### config.mk
export PLATFORM = sky130hd
export DESIGN_NAME = reg_write_scoreboard
export DESIGN_NICKNAME = d
export VERILOG_FILES = /design/src/rtl/rv_pipe_pkg.sv /design/src/rtl/rv_reg_use_decoder.sv /design/src/rtl/reg_write_scoreboard.sv
export SDC_FILE = /design/constraint.sdc
export NUM_CORES = 1
export LEC_CHECK = 0
export BUFFER_PORTS_ARGS = -buffer_cell sky130_fd_sc_hd__buf_4
export CORE_MARGIN = 4
export CORE_UTILIZATION = 45
export CTS_BUF_LIST = sky130_fd_sc_hd__clkbuf_8
export DETAILED_ROUTE_END_ITERATION = 10
export PLACE_DENSITY = 0.86
export SYNTH_ARGS = -nofsm -noshare
export SYNTH_HDL_FRONTEND = slang
export SYNTH_SLANG_ARGS = --single-unit
### constraint.sdc
create_clock -name clk -period 5.3 [get_ports clk]
set_input_delay 0.265 -clock clk [delete_from_list [all_inputs] [get_ports clk]]
set_output_delay 0.265 -clock clk [all_outputs]
set_load 0.1 [all_outputs]
### src/rtl/rv_pipe_pkg.sv
`default_nettype none
// ============================================================================
// rv_pipe_pkg: shared RV32I pipeline types, opcodes and scoreboard helpers.
// Revision: 1.0
// ============================================================================
package rv_pipe_pkg;

    // Register fields in an RV32I instruction are always 5 bits wide.
    localparam int REG_AW = 5;

    localparam logic [6:0] OP     = 7'b0110011;
    localparam logic [6:0] OP_IMM = 7'b0010011;
    localparam logic [6:0] LOAD   = 7'b0000011;
    localparam logic [6:0] STORE  = 7'b0100011;
    localparam logic [6:0] BRANCH = 7'b1100011;
    localparam logic [6:0] JAL    = 7'b1101111;
    localparam logic [6:0] JALR   = 7'b1100111;
    localparam logic [6:0] AUIPC  = 7'b0010111;
    localparam logic [6:0] LUI    = 7'b0110111;

    typedef struct packed {
        logic              valid;
        logic [REG_AW-1:0] addr;
    } sb_entry_t;

    // One-hot register select; indices outside the register file give zero.
    function automatic logic [31:0] onehot_reg(input logic [REG_AW-1:0] addr,
                                               input int                num_regs);
        logic [31:0] mask;
        mask = '0;
        if (int'(addr) < num_regs) begin
            mask[addr] = 1'b1;
        end
        return mask;
    endfunction

endpackage
`default_nettype wire

### src/rtl/rv_reg_use_decoder.sv
`default_nettype none
// ============================================================================
// rv_reg_use_decoder: combinational decode of destination write and source use.
// Revision: 1.0
// ============================================================================
module rv_reg_use_decoder
    import rv_pipe_pkg::*;
#(
    parameter int NUM_REGS = 32
) (
    input  logic [31:0]       instr,
    output logic              rd_we,
    output logic [REG_AW-1:0] rd,
    output logic              rs1_used,
    output logic [REG_AW-1:0] rs1,
    output logic              rs2_used,
    output logic [REG_AW-1:0] rs2
);

    logic [6:0] opcode;
    logic       writes;
    logic       reads_rs1;
    logic       reads_rs2;
    logic       unused_fields;

    assign opcode = instr[6:0];
    assign rd     = instr[11:7];
    assign rs1    = instr[19:15];
    assign rs2    = instr[24:20];

    assign unused_fields = ^{instr[31:25], instr[14:12]};

    always_comb begin
        writes    = 1'b0;
        reads_rs1 = 1'b0;
        reads_rs2 = 1'b0;
        case (opcode)
            OP: begin
                writes    = 1'b1;
                reads_rs1 = 1'b1;
                reads_rs2 = 1'b1;
            end
            OP_IMM, LOAD, JALR: begin
                writes    = 1'b1;
                reads_rs1 = 1'b1;
            end
            JAL, AUIPC, LUI: begin
                writes    = 1'b1;
            end
            STORE, BRANCH: begin
                reads_rs1 = 1'b1;
                reads_rs2 = 1'b1;
            end
            default: begin
            end
        endcase
    end

    // x0 and out-of-range registers neither create nor see hazards.
    assign rd_we    = writes    && (rd  != '0) && (int'(rd)  < NUM_REGS);
    assign rs1_used = reads_rs1 && (rs1 != '0) && (int'(rs1) < NUM_REGS);
    assign rs2_used = reads_rs2 && (rs2 != '0) && (int'(rs2) < NUM_REGS);

endmodule
`default_nettype wire

### src/rtl/reg_write_scoreboard.sv
`default_nettype none
// ============================================================================
// reg_write_scoreboard: tracks in-flight register writes from issue to
// writeback and stalls issue on RAW hazards against them.
// Revision: 1.0
// ============================================================================
module reg_write_scoreboard
    import rv_pipe_pkg::*;
#(
    parameter int NUM_REGS    = 32,
    parameter int DEPTH       = 3,
    parameter int FLUSH_DEPTH = 2,
    parameter int WB_BYPASS   = 1,
    parameter int AW          = $clog2(NUM_REGS)
) (
    input  logic                       clk,
    input  logic                       rst_n,
    input  logic                       issue_valid,
    input  logic [31:0]                issue_instr,
    input  logic                       advance,
    input  logic                       flush,
    output logic                       issue_stall,
    output logic                       issue_accept,
    output logic [NUM_REGS-1:0]        pending_mask,
    output logic                       wb_valid,
    output logic [AW-1:0]              wb_addr,
    output logic [$clog2(DEPTH+1)-1:0] in_flight
);

    localparam int CW = $clog2(DEPTH + 1);

    sb_entry_t         stage_q [DEPTH];
    sb_entry_t         stage_d [DEPTH];
    logic [CW-1:0]     count_q;
    logic [CW-1:0]     count_d;
    logic [31:0]       pend_all;

    logic              rd_we;
    logic [REG_AW-1:0] rd;
    logic              rs1_used;
    logic [REG_AW-1:0] rs1;
    logic              rs2_used;
    logic [REG_AW-1:0] rs2;
    logic              rs1_hit;
    logic              rs2_hit;

    rv_reg_use_decoder #(
        .NUM_REGS (NUM_REGS)
    ) u_decoder (
        .instr    (issue_instr),
        .rd_we    (rd_we),
        .rd       (rd),
        .rs1_used (rs1_used),
        .rs1      (rs1),
        .rs2_used (rs2_used),
        .rs2      (rs2)
    );

    // The writeback stage only counts when the register file cannot forward it.
    always_comb begin
        pend_all = '0;
        for (int i = 0; i < DEPTH; i++) begin
            if (stage_q[i].valid && ((i < DEPTH - 1) || (WB_BYPASS == 0))) begin
                pend_all |= onehot_reg(stage_q[i].addr, NUM_REGS);
            end
        end
    end

    assign pending_mask = pend_all[NUM_REGS-1:0];

    assign rs1_hit      = rs1_used && (|(onehot_reg(rs1, NUM_REGS) & pend_all));
    assign rs2_hit      = rs2_used && (|(onehot_reg(rs2, NUM_REGS) & pend_all));
    assign issue_stall  = issue_valid && (rs1_hit || rs2_hit);
    assign issue_accept = issue_valid && !issue_stall && advance && !flush;

    always_comb begin
        for (int i = 0; i < DEPTH; i++) begin
            stage_d[i] = stage_q[i];
        end
        if (advance) begin
            for (int i = DEPTH - 1; i >= 1; i--) begin
                stage_d[i] = stage_q[i-1];
            end
            stage_d[0].valid = issue_accept && rd_we;
            stage_d[0].addr  = rd;
        end
        // Squash applies after the shift so the youngest positions end up empty.
        if (flush) begin
            for (int i = 0; i < FLUSH_DEPTH; i++) begin
                stage_d[i].valid = 1'b0;
            end
        end
        count_d = '0;
        for (int i = 0; i < DEPTH; i++) begin
            count_d = count_d + CW'(stage_d[i].valid);
        end
    end

    always_ff @(posedge clk or negedge rst_n) begin
        if (!rst_n) begin
            for (int i = 0; i < DEPTH; i++) begin
                stage_q[i] <= '0;
            end
            count_q <= '0;
        end else begin
            for (int i = 0; i < DEPTH; i++) begin
                stage_q[i] <= stage_d[i];
            end
            count_q <= count_d;
        end
    end

    assign wb_valid  = stage_q[DEPTH-1].valid;
    assign wb_addr   = stage_q[DEPTH-1].addr[AW-1:0];
    assign in_flight = count_q;

endmodule
`default_nettype wire

======== Word-level counts from Yosys, hierarchy flattened ========
Cells that the tools add are included.
operators by class
  equality and inequality tests ........... 9
  magnitude comparators ................... 8
  reductions and logical operators ........ 25
  bitwise gates (word level) .............. 3
  mux-type cells .......................... 17
  $add $sub $neg .......................... 2
operator list
  kind                                                         number
  two-way mux 32 bit                                           3
  bitwise AND 32 bit                                           2
  OR reduction 32 bit                                          2
  bitwise OR 32 bit                                            1
  less-than comparator 5 x 6 -> 1 bit (second input constant)  4
  == test 7 x 6 -> 1 bit (second input constant)               3
  == test 7 bit (second input constant)                        3
  demux 1 bit (select 5 bit)                                   4
  >= comparator 5 x 1 -> 1 bit (second input constant)         4
  two-way mux 18 bit                                           1
  nonzero test 5 bit                                           3
  == test 7 x 5 -> 1 bit (second input constant)               2
  logical AND 1 bit                                            14
  two-way mux 1 bit                                            9
  == test 7 x 2 -> 1 bit (second input constant)               1
  OR reduction 7 bit                                           1
  OR reduction 6 bit                                           1
  OR reduction 3 bit                                           1
  adder 1 x 1 -> 2 bit                                         1
  adder 2 x 1 -> 2 bit                                         1
  zero test 1 bit                                              2
  logical OR 1 bit                                             1
word-level totals
  input bits .............................. 37
  register bits after elaboration ......... 20
  logic and storage cells ................. 71

======== Longest topological paths before layout ========
  word-level depth ........................ 21
  depth in mapped cells ................... 10

======== By module ========
A second synthesis with hierarchy kept.
second synthesis, totals
  cells, all modules ...................... 290
  area, all modules ....................... 2472.4 µm²
by module, submodules not included
  module                times used  area each (µm²)  cells each  seq. area each (µm²)
  reg_write_scoreboard  1           2248.4           257         500.5
  rv_reg_use_decoder    1           224.0            33          0.0

======== Worst setup path after synthesis ========
No wires, ideal clock.
  path type ............................... reg-to-output
  start point ............................. reg stage_q[11] (netlist bit)
  end point ............................... out issue_accept
  arrival time ............................ 5.248 ns
  path buffers ............................ 1
  data required time ...................... 5.035 ns
  setup slack ............................. -0.213 ns
  stages on the path, launching flop included .. 9
  path through ............................ dfrtp_1 > buf_2 > or4bb_1 > o22ai_1 > a221oi_1 > nor3_1 > nor4_1 > a21oi_2 > nor4_1
on the way
  longest elaborated chain between the ends .. 10
  elaborated cells between the ends (all ways) .. 13
  classes of those cells .................. 1 x mux; 2 x bitwise; 10 x reduce/logical
ends and longest elaborated chain
  element                                        RTL line                                                RTL
  from (decl)                                    reg_write_scoreboard.sv:32                              sb_entry_t stage_q [DEPTH];
  from (signal, indexed assignment)              reg_write_scoreboard.sv:107                             stage_q[i] <= stage_d[i];
  two-way mux 32 bit (*)                         reg_write_scoreboard.sv:63                              if (stage_q[i].valid && ((i < DEPTH - 1) || (WB_BYPASS == 0))) begin
  named net pending_mask[16]                     reg_write_scoreboard.sv:24                              output logic [NUM_REGS-1:0] pending_mask,
  bitwise AND 32 bit, on equally long branches   reg_write_scoreboard.sv:71, reg_write_scoreboard.sv:72
  OR reduction 32 bit, on equally long branches  reg_write_scoreboard.sv:71, reg_write_scoreboard.sv:72
  logical AND 1 bit, on equally long branches    reg_write_scoreboard.sv:71, reg_write_scoreboard.sv:72
  logical OR 1 bit (*)                           reg_write_scoreboard.sv:73                              assign issue_stall = issue_valid && (rs1_hit || rs2_hit);
  logical AND 1 bit (*)                          reg_write_scoreboard.sv:73
  zero test 1 bit (*)                            reg_write_scoreboard.sv:74                              assign issue_accept = issue_valid && !issue_stall && advance && !flush;
  logical AND 1 bit (*) (3 in series)            reg_write_scoreboard.sv:74
  to (decl)                                      reg_write_scoreboard.sv:23                              output logic issue_accept,
The timed path passes the listed nets; every way through them passes the cells marked *.

======== Final worst setup path ========
  start point ............................. reg stage_q[10] (netlist bit)
  end point ............................... out issue_stall
on the way
  longest elaborated chain between the ends .. 12
  elaborated cells between the ends (all ways) .. 16
  classes of those cells .................. 2 x order compare; 4 x mux; 3 x bitwise; 7 x reduce/logical
ends and longest elaborated chain
  element                                                                                                           RTL line                                                RTL
  less-than comparator 5 x 6 -> 1 bit (not written as such) / >= comparator 5 x 1 -> 1 bit (equally long branches)  rv_pipe_pkg.sv:32                                       mask[addr] = 1'b1;
  logical AND 1 bit (not written as such)                                                                           rv_pipe_pkg.sv:32
  two-way mux 1 bit (not written as such)                                                                           rv_pipe_pkg.sv:32
  demux 1 bit (select 5 bit) (*)                                                                                    rv_pipe_pkg.sv:32
  two-way mux 32 bit (*)                                                                                            reg_write_scoreboard.sv:63
  bitwise OR 32 bit (*)                                                                                             reg_write_scoreboard.sv:64                              pend_all |= onehot_reg(stage_q[i].addr, NUM_REGS);
  two-way mux 32 bit (*)                                                                                            reg_write_scoreboard.sv:63
  bitwise AND 32 bit, on equally long branches                                                                      reg_write_scoreboard.sv:71, reg_write_scoreboard.sv:72
  OR reduction 32 bit, on equally long branches                                                                     reg_write_scoreboard.sv:71, reg_write_scoreboard.sv:72
  logical AND 1 bit, on equally long branches                                                                       reg_write_scoreboard.sv:71, reg_write_scoreboard.sv:72
  logical OR 1 bit (*)                                                                                              reg_write_scoreboard.sv:73
  logical AND 1 bit (*)                                                                                             reg_write_scoreboard.sv:73
  to (decl)                                                                                                         reg_write_scoreboard.sv:22                              output logic issue_stall,
Every way passes the cells marked *; elsewhere a longest branch is shown, timed or not. The select of a mux whose other input is x is not followed.

==> parameters.txt <==
Parameter                              Value

Worst setup path
  Delay-heaviest family, CP    compound AO/OA/AOI/OAI gates
  Critical path class    reg2out
  Reg-to-reg startpoint    stage_q[10]$_DFFE_PN0P_
  Crit-path max FO    10
  Slowest cell on the critical path    sky130_fd_sc_hd__or4b_4
  Data arrival time of the critical path    3.03 ns
  Sort of element at the start of the critical path    flop
  Buffers and inverters on the worst path    1
  Number of cells on the worst reg-to-reg path    8
  CP required    5.04 ns
  Max stage delay on crit path    0.62 ns
  Worst reg2reg setup slack    2.23 ns
  Endpoint of the worst register-to-register path    in_flight[0]$_DFF_PN0_
  Cell-by-cell listing of the critical path    or4b_4 > o22ai_1 > a32oi_1 > o211ai_1 > a22oi_1 > a21oi_1 > o21a_1 > buf_4
  Critical Path Sink Type    output pin
  Launching instance or port of the critical path    stage_q[10]$_DFFE_PN0P_

GRT
  Number of global-route vias before repair    2330
  Grt total ovfl    0
  Global-route usage over all layers    25.2%
  Wire length of the first global-routing pass    12300 µm
  Maximum number of pins on one net before global-route repair    21
  Initial antenna violation count    0

Yosys
  Post-synth net total    299
  Seq cells post-synth    20
  Synthesized netlist cell count    261
  Number of enable flip-flop cells after synthesis    0
  Summed instance area of the synthesized netlist    2180 µm²
  Proportion of synthesized flip-flops having asynchronous set or reset    100%
  Mean cell area of the mapped netlist    8.35 µm²
  Part of the Yosys area used for sequential elements    23.0%
  Synth warn    0
  Netlist cell types    57
  Primary flip-flop cell chosen by synthesis mapping    sky130_fd_sc_hd__dfrtp_1

Run
  Max-cap violations    0

STA
  Setup-failing EPs final    0
  Headroom to the max-slew limit    63.9%
  Least-Margin Pin Slew    0.541 ns
  Final worst path period share    62.3%
  Sum of negative setup slack    0 ns
  Shortest clock period the worst path allows after layout    3.30 ns
  Final Hold Fails    0
  Number of pins with negative max-slew slack in the final report    0
  Clk_skew    0.00384 ns
  Max Fclk    303 MHz
  Unrepaired setup endpoints after global routing    no

Clock network
  H-tree depth    1
  Deepest clock path buffer count    2
  Number of buffers inserted by post-CTS setup repair    0
  Post-CTS Hold Fix Bufs    1
  Worst skew pair latency    0.26 ns
  CTS resizes    0
  CTS Root Buffer Type    sky130_fd_sc_hd__clkbuf_8
  Clock-pin slew of the registers on the worst-case setup and hold paths    0.07 ns
  Number of clock sinks    20
  TritonCTS Buffers    3
  TritonCTS clock tree    yes

Power and ir drop
  Power density over cell area    200 nW/µm²
  Power consumption    0.000536 W
  LEAKAGE    1.05 nW
  Worst ir drop on vdd    0.000274 V

Floorplanning
  Core Region    4690 µm²
  Area of the die    6020 µm²
  Die X-Extent    77.6 µm
  Die boundary height    77.6 µm
  Number of I/O pins    79
  Initial core utilization    46.5%
  Cell Rows    25

Layout
  Share of layout cells above drive strength 1    32.8%
  Final Util    57.2%
  Fill cell instance count of the final layout    435
  Diodes inserted    0
  Net count of the finished layout    341
  Footprint of the flip-flops and latches    500 µm²
  Layout overhead on the synthesized area    23.1%
  Area of the multi-input gates    1500 µm²

Run status
  Run status    finished, final reports clean

Placed design
  Port buffer count    68
  Detail Placement HPWL    5790 µm
  RePlAce Congestion    0.989

Hold path
  Worst Min Path Start    flush
  End point of the most critical hold path    stage_q[11]$_DFF_PN0_
  Hold/Removal Path Class    in2reg
  Cell depth of the worst min-delay path    2

Detailed routing
  Total number of vias    2550
  Drt total wl    7530 µm
  Per-cell via count in the routed design    7.16
  Final antenna-violating net count    0
  Number of DRC violations after detailed routing    0
  Violation count after the first detailed-routing iteration    359
  Drt wl/cell    21.2 µm
  Initial DRT Pass Iterations    5
-- kinds of logic after synthesis --
logic type	Yosys count	share of synthesized area, %
adders and majority gates	1	0.919
and+or+nand+nor	100	28.4
DFF	20	23.0
buffers and inverters	38	8.44
muxes	22	11.0
AOI/OAI and AO/OA	80	28.3
-- cells in the mapped netlist, drive strengths merged, types with 6 or more instances --
master  number  area [µm²]
o22ai       32         226
dfrtp       20         500
buf         19         113
nor2        17        63.8
mux2        16         180
clkbuf      13        48.8
nand2       13        51.3
a32oi       10        87.6
nand4        8        50.1
nor2b        7        43.8
nor3         7        35.0
a22oi        6        50.1
inv          6        22.5
mux2i        6        60.1
nand2b       6        37.5
nand4b       6        52.6
-- power breakdown --
part	total (W)	leakage (nW)	switching, W	internal [W]
Clock	0.000150	0.0357	0.0000491	0.000101
Sequential	0.000194	0.246	0.0000240	0.000170
Combinational	0.000192	0.772	0.000131	0.0000612
Total	0.000536	1.05	0.000204	0.000332
-- metal layers --
layer  GRT usage, %  routed length, µm
met1           32.8               2980
met2           37.9               3320
met3           6.26                814
met4           13.5                421
met5              0                  0
-- worst register-to-register path, stage by stage, from the launching register on --
cell                       delay, ns
sky130_fd_sc_hd__dfrtp_1        0.48
sky130_fd_sc_hd__or4b_4         0.62
sky130_fd_sc_hd__o22ai_1        0.47
sky130_fd_sc_hd__a32oi_1        0.11
sky130_fd_sc_hd__o211ai_1       0.13
sky130_fd_sc_hd__a22oi_1        0.13
sky130_fd_sc_hd__a21oi_1        0.36
sky130_fd_sc_hd__o32ai_1        0.19
sky130_fd_sc_hd__fa_1           0.45
-- sequential cells by signal (all words and copies together), names as in the netlist --
name	flops
wb_addr	5
wb_valid	1
in_flight	2
stage_q	12
-- how the worst max path moves through the flow --
stage,endpoint,slack [ns],cells after the start
4_1_cts,issue_stall,2.08,8
6_report,issue_stall,2.00,8
5_1_grt,issue_stall,1.87,8
3_3_place_gp,in_flight[0]$_DFF_PN0_,2.31,8
2_1_floorplan,issue_stall,0.91,8
3_5_place_dp,in_flight[0]$_DFF_PN0_,2.33,8
-- metrics by stage --
stage | instance area (µm²) | std cells | worst slack (ns) | hold slack, ns
floorplan | 2190 | 261 | 0.913 | -0.0306
global placement | 2600 | 351 | 2.31 | 0.151
detailed placement | 2600 | 351 | 2.33 | 0.159
CTS | 2680 | 356 | 2.08 | 0.225
global route | 2680 | 356 | 1.87 | 0.241
finish | 2680 | 356 | 2.00 | 0.232
-- cell usage in the layout (no fill, tap or decap), types with 2 or more instances in the layout --
cell type / count
sky130_fd_sc_hd__nand4b_1: 6
sky130_fd_sc_hd__dfrtp_1: 20
sky130_fd_sc_hd__nand3b_1: 2
sky130_fd_sc_hd__o2111ai_1: 3
sky130_fd_sc_hd__or4b_4: 2
sky130_fd_sc_hd__nand4bb_1: 5
sky130_fd_sc_hd__a221oi_1: 4
sky130_fd_sc_hd__a31oi_1: 4
sky130_fd_sc_hd__o22ai_2: 2
sky130_fd_sc_hd__nor2_1: 17
sky130_fd_sc_hd__a32oi_1: 10
sky130_fd_sc_hd__o22ai_1: 29
sky130_fd_sc_hd__o22a_1: 2
sky130_fd_sc_hd__inv_1: 6
sky130_fd_sc_hd__nand2_1: 12
sky130_fd_sc_hd__mux2_2: 16
sky130_fd_sc_hd__o221ai_1: 3
sky130_fd_sc_hd__clkbuf_8: 3
sky130_fd_sc_hd__o32ai_1: 2
sky130_fd_sc_hd__nor3_1: 7
sky130_fd_sc_hd__mux2i_1: 6
sky130_fd_sc_hd__nor4_1: 4
sky130_fd_sc_hd__a22oi_1: 5
sky130_fd_sc_hd__a21oi_1: 3
sky130_fd_sc_hd__nand3_1: 5
sky130_fd_sc_hd__nand4_1: 8
sky130_fd_sc_hd__and3_1: 5
sky130_fd_sc_hd__nor3b_1: 3
sky130_fd_sc_hd__buf_4: 68
sky130_fd_sc_hd__or4_1: 2
sky130_fd_sc_hd__nor2b_1: 7
sky130_fd_sc_hd__nand2b_1: 6
-- cell type report --
type | count | share of cell area (%)
multi-input combinational | 203 | 55.9
timing repair buffer | 69 | 19.4
sequential | 20 | 18.6
tap | 54 | 2.52
clock buffer | 3 | 1.54
clock inverter | 1 | 1.12
inverter | 6 | 0.839
Power figures use the tool's default switching activity.
